### src/rtl/lc3b_l2_nway_ctrl.sv
// rtl/lc3b_l2_nway_ctrl.sv - N-way set-associative L2 controller with per-set tree pseudo-LRU
module lc3b_l2_nway_ctrl #(
    parameter int WAYS  = 8,
    parameter int SETS  = 8,
    parameter int IDX_W = $clog2(SETS)
) (
    input  logic             clk,
    input  logic             rst_n,
    input  logic             up_read,
    input  logic             up_write,
    input  logic [IDX_W-1:0] up_index,
    output logic             up_resp,
    input  logic [WAYS-1:0]  way_hit,
    input  logic [WAYS-1:0]  way_valid,
    input  logic [WAYS-1:0]  way_dirty,
    output logic [WAYS-1:0]  sel_way,
    output logic             load_data,
    output logic             data_src,
    output logic             load_tag,
    output logic             set_valid,
    output logic             set_dirty,
    output logic             clr_dirty,
    output logic             wb_addr_sel,
    output logic             mem_read,
    output logic             mem_write,
    input  logic             mem_resp
);
    localparam int LW = $clog2(WAYS);
    localparam int NB = WAYS - 1;

    typedef enum logic [1:0] {IDLE, WRITEBACK, FILL} state_t;

    state_t        state_q, state_d;
    logic [LW-1:0] victim_q, victim_d;
    logic [NB-1:0] plru_q [SETS];

    logic          req;
    logic [LW-1:0] hit_idx;
    logic [LW-1:0] miss_vic;
    logic          vic_dirty;
    logic          plru_we;

    // Lowest set bit of a way vector, as a binary way index.
    function automatic logic [LW-1:0] lowest(input logic [WAYS-1:0] v);
        logic [LW-1:0] idx;
        idx = '0;
        for (int i = WAYS - 1; i >= 0; i--) begin
            if (v[i]) idx = LW'(i);
        end
        return idx;
    endfunction

    // Walk the heap from the root; node n lives at bit n-1 of the set's PLRU word.
    function automatic logic [LW-1:0] plru_pick(input logic [NB-1:0] bits);
        logic [LW:0]   node;
        logic [NB-1:0] sh;
        node = (LW+1)'(1);
        for (int l = 0; l < LW; l++) begin
            sh   = bits >> (node - 1'b1);
            node = {node[LW-1:0], sh[0]};
        end
        return node[LW-1:0];
    endfunction

    // Point every node on the path to the accessed way at the opposite subtree.
    function automatic logic [NB-1:0] plru_touch(input logic [NB-1:0] bits,
                                                 input logic [LW-1:0] way);
        logic [LW:0]   node;
        logic [LW-1:0] w;
        logic          d;
        logic [NB-1:0] res;
        res  = bits;
        w    = way;
        node = (LW+1)'(1);
        for (int l = 0; l < LW; l++) begin
            d    = w[LW-1];
            w    = w << 1;
            res  = (res & ~(NB'(1) << (node - 1'b1))) | (NB'(!d) << (node - 1'b1));
            node = {node[LW-1:0], d};
        end
        return res;
    endfunction

    // Hit way and miss victim selection from the datapath's per-way status.
    always_comb begin
        req       = up_read | up_write;
        hit_idx   = lowest(way_hit);
        miss_vic  = (&way_valid) ? plru_pick(plru_q[up_index]) : lowest(~way_valid);
        vic_dirty = |((WAYS'(1) << miss_vic) & way_valid & way_dirty);
    end

    // Next state and array/memory controls; everything is held at 0 while in reset.
    always_comb begin
        state_d     = state_q;
        victim_d    = victim_q;
        plru_we     = 1'b0;
        up_resp     = 1'b0;
        sel_way     = '0;
        load_data   = 1'b0;
        data_src    = 1'b0;
        load_tag    = 1'b0;
        set_valid   = 1'b0;
        set_dirty   = 1'b0;
        clr_dirty   = 1'b0;
        wb_addr_sel = 1'b0;
        mem_read    = 1'b0;
        mem_write   = 1'b0;
        if (rst_n) begin
            case (state_q)
                IDLE: begin
                    if (req && (|way_hit)) begin
                        sel_way   = WAYS'(1) << hit_idx;
                        up_resp   = 1'b1;
                        load_data = up_write;
                        set_dirty = up_write;
                        plru_we   = 1'b1;
                    end else if (req) begin
                        victim_d = miss_vic;
                        state_d  = vic_dirty ? WRITEBACK : FILL;
                    end
                end
                WRITEBACK: begin
                    sel_way     = WAYS'(1) << victim_q;
                    mem_write   = 1'b1;
                    wb_addr_sel = 1'b1;
                    if (mem_resp) begin
                        clr_dirty = 1'b1;
                        state_d   = FILL;
                    end
                end
                FILL: begin
                    sel_way  = WAYS'(1) << victim_q;
                    mem_read = 1'b1;
                    if (mem_resp) begin
                        load_data = 1'b1;
                        data_src  = 1'b1;
                        load_tag  = 1'b1;
                        set_valid = 1'b1;
                        clr_dirty = 1'b1;
                        state_d   = IDLE;
                    end
                end
                default: state_d = IDLE;
            endcase
        end
    end

    // State and latched victim.
    always_ff @(posedge clk or negedge rst_n) begin
        if (!rst_n) begin
            state_q  <= IDLE;
            victim_q <= '0;
        end else begin
            state_q  <= state_d;
            victim_q <= victim_d;
        end
    end

    // PLRU bits: cleared on reset, updated only by hits taken in IDLE.
    always_ff @(posedge clk or negedge rst_n) begin
        if (!rst_n) begin
            for (int s = 0; s < SETS; s++) plru_q[s] <= '0;
        end else if (plru_we) begin
            plru_q[up_index] <= plru_touch(plru_q[up_index], hit_idx);
        end
    end
endmodule

### config.mk
export PLATFORM = sky130hd
export DESIGN_NAME = lc3b_l2_nway_ctrl
export DESIGN_NICKNAME = d
export VERILOG_FILES = /design/src/rtl/lc3b_l2_nway_ctrl.sv
export SDC_FILE = /design/constraint.sdc
export NUM_CORES = 1
export LEC_CHECK = 0
export ABC_AREA = 0
export CAP_MARGIN = 10
export CORE_MARGIN = 2
export CORE_UTILIZATION = 39
export DETAILED_ROUTE_END_ITERATION = 10
export GPL_TIMING_DRIVEN = 0
export REMOVE_ABC_BUFFERS = 1
export SETUP_SLACK_MARGIN = 0.3
export SLEW_MARGIN = 20
export SYNTH_ARGS = -nofsm -noshare
export SYNTH_HDL_FRONTEND = slang
export SYNTH_SLANG_ARGS = --single-unit
### constraint.sdc
create_clock -name clk -period 3.18 [get_ports clk]
set_clock_uncertainty 0.2 [all_clocks]
set_input_delay 0.318 -clock clk [delete_from_list [all_inputs] [get_ports clk]]
set_output_delay 0.318 -clock clk [all_outputs]
set_load 0.02 [all_outputs]
==> metrics.md <==
| Metric | Value |
|---|---|
| Routed WL | 10200 um |
| Max IR drop VDD | 0.293 mV |
| Critical-path top delay cell | clkdlybuf4s50_1 |
| Crit path top cell by count | nor2_1 |
| Crit path DAT | 2.26 ns |
| Die area | 10500 um^2 |
| Primary FF master, synth | dfrtp_1 |
| CTS Buf Count | 9 |
| Slew @ Worst Pin | 0.850 ns |
| Power per cell area | 664 nW/um^2 |
| PortBufs | 49 |
| Vias | 3396 |
| Congestion Overflow GR | 0 |
| IO Count | 50 |
| Min-Delay Startpoint | rst_n |
| P_leak | 0.00205 uW |
| Cells after DPL | 589 |
| Worst setup EP type | primary output |
| CTS Root Buffer Type | clkbuf_8 |
| Final number of setup-violating endpoints | 0 |
| First drt pass iteration count | 5 |
| Crit share post-route | 0.872 |
| Die width | 102 um |
| Total GRT Usage | 0.202 |
| Dpl hpwl | 7120 um |
| Dpl cell area | 4320 um^2 |
| CP startpoint | way_hit[6] |
| First-pass GRT wire length | 16100 um |
| Unrepaired setup endpoints after global routing | yes |
| Bufs on Longest Clock Path | 2 |
| Share of post-route cells with drive strength above 1 | 0.154 |
| Max-Cap Viols | 0 |
| DR DRC count | 0 |
| Cell Chain, Critical Path | clkdlybuf4s50_1 > nor2_1 > nor3_1 > o31a_1 > inv_1 > nor2_4 > a22oi_1 > nor2_1 > dlygate4sd2_1 |
| Pin count of the biggest net entering global routing | 47 |
| Number of global-route vias before repair | 3194 |
| Rows | 35 |
| Post-Syn Instances | 431 |
| Top Family by Delay on Critical Path | buffers and inverters |
| Most numerous cell in the Yosys netlist | dfrtp_1 |
| Core area | 9330 um^2 |
| Initial antenna violation count | 0 |
| CP Class | input port to primary output |
| Fin cells | 616 |
| Ys Warns | 0 |
| H-Tree Depth | 3 |
| Final Hold Viols | 0 |
| #FFs+latches synth | 61 |
| Post-synth top area cell | dfrtp_1 |
| Clk sinks | 61 |
| Clk slew on worst S/H paths | 0.08 ns |
| Post-synthesis cell area | 3780 um^2 |
| Unique masters post-synth | 61 |
| Outcome | complete, no violations |
| Post-synth ARST share | 1.00 |
| Wire per inst | 16.5 um |
| CP Max Fanout | 7 |
| End-of-flow core utilization | 0.505 |
| CTS tree | done |
| Post-synthesis sequential area ratio | 0.404 |
| Final #Nets | 524 |
| P&R area growth vs syn | 24.7% |
| Final Critical Period | 2.77 ns |
| Initial Util | 0.405 |
| CP peak stage delay | 0.55 ns |
| Antenna cells | 0 |
| Final Total Pwr | 3130 uW |
| Cell area after layout | 4710 um^2 |
| GPL Wtd Cong | 0.863 |
| Max-slew headroom | 0.431 |
| Vias per cell | 5.51 |
| Clock latency on the worst-skew pair | 0.34 ns |
| Slew Limit Fails | 0 |
| Critical Path Start Type | input port |
| Commonest cells in the netlist | dfrtp_1, nor2_1, nand2_1 |
| FF-to-FF Start | state_q[1] |
| CP required | 2.66 ns |
| Top cell type's share of synthesized area | 0.404 |
| Fmax | 0.361 GHz |
| Mapped Avg Cell Area | 8.76 um^2 |
| EDFF count, synth | 0 |
| CP bufs+invs | 3 |
| First DRT Iteration DRCs | 174 |
| Die span in y | 102 um |
| HP Class | input port to flop |
| Top cells by area, synth | dfrtp_1, a21oi_1, mux2i_1 |
| Worst hold margin | 0.197 ns |
| Post-route ant nets | 0 |
[final cells by class]
class,instances,area [um^2]
Clock buffer,9,124
Clock inverter,7,73.8
Fill cell,884,4620
Inverter,15,60.1
Multi-Input combinational cell,333,2170
Sequential cell,61,1530
Tap cell,129,161
Timing Repair Buffer,62,597
[tightest hold or removal path, cell delays in order]
cell and delay (ns):
buf_4 0.14, nand3_1 0.12, nand2_1 0.06, o21ai_0 0.06
[metrics by stage]
step | setup TNS, ns | setup slack (ns)
6_report | 0 | 0.407
2_1_floorplan | 0 | 0.268
3_5_place_dp | -17.60 | -0.655
4_1_cts | 0 | 0.213
5_1_grt | 0 | 0.211
3_3_place_gp | -188.16 | -2.68
[layout by cell type, fill, tap and decap left out, types with 3 or more instances in the layout]
| cell | synthesis | layout |
|---|---|---|
| clkbuf_8 | 1 | 9 |
| nand3_1 | 17 | 17 |
| mux2_2 | 6 | 6 |
| inv_1 | 14 | 14 |
| dfrtp_1 | 61 | 61 |
| a22oi_1 | 4 | 3 |
| a21oi_1 | 43 | 39 |
| a211oi_1 | 4 | 4 |
| nand2_1 | 52 | 52 |
| and2_1 | 5 | 5 |
| mux4_2 | 4 | 4 |
| nand2b_1 | 3 | 3 |
| dlygate4sd2_1 | 0 | 7 |
| o21ai_0 | 39 | 39 |
| clkdlybuf4s50_1 | 0 | 34 |
| buf_4 | 5 | 13 |
| a32oi_1 | 4 | 4 |
| o22ai_1 | 4 | 4 |
| mux2i_1 | 20 | 20 |
| nor2b_1 | 6 | 5 |
| nand4_1 | 6 | 6 |
| dlymetal6s2s_1 | 0 | 4 |
| nor2_2 | 1 | 6 |
| nor2_1 | 53 | 47 |
| ha_1 | 10 | 10 |
| nor3_1 | 4 | 3 |
[worst paths after layout]
check                        endpoint  slack (ns)  depth (start not counted)
max                        sel_way[2]        0.41                          9
min                        state_q[0]        0.20                          4
max reg2reg                 plru_q[5]        0.45                          8
min reg2reg                plru_q[15]        0.28                          2
max in group asynchronous  plru_q[12]        1.59                          3
min in group asynchronous   plru_q[3]        0.48                          2
[state kept, by name, indices dropped and copies added (netlist names)]
register  cells
victim_q      3
state_q       2
plru_q       56
[cell families after synthesis]
logic type / synth area share
muxes: 0.0987
DFF: 0.404
and+or+nand+nor: 0.189
buffers and inverters: 0.0533
adders and majority gates: 0.0331
AOI/OAI and AO/OA: 0.221
[routing by layer]
layer	GRT usage	routed length (um)
met1	0.270	4600
met2	0.337	4770
met3	0.0308	625
met4	0.0697	201
met5	0	0
[where the power goes]
part	switching [uW]	internal [uW]
clock network	334	364
logic	630	496
registers	184	1120
[repair_timing]
item                                    CTS  global route
gates resized for setup                  28            18
hold buffers                              1             0
endpoints found under the setup margin   66            54
hold endpoints to repair                 61             0
pin swaps                                 2             6
buffers inserted                          4             6
gates cloned                              0             0
No activity file was read; power rests on OpenSTA's default activity.
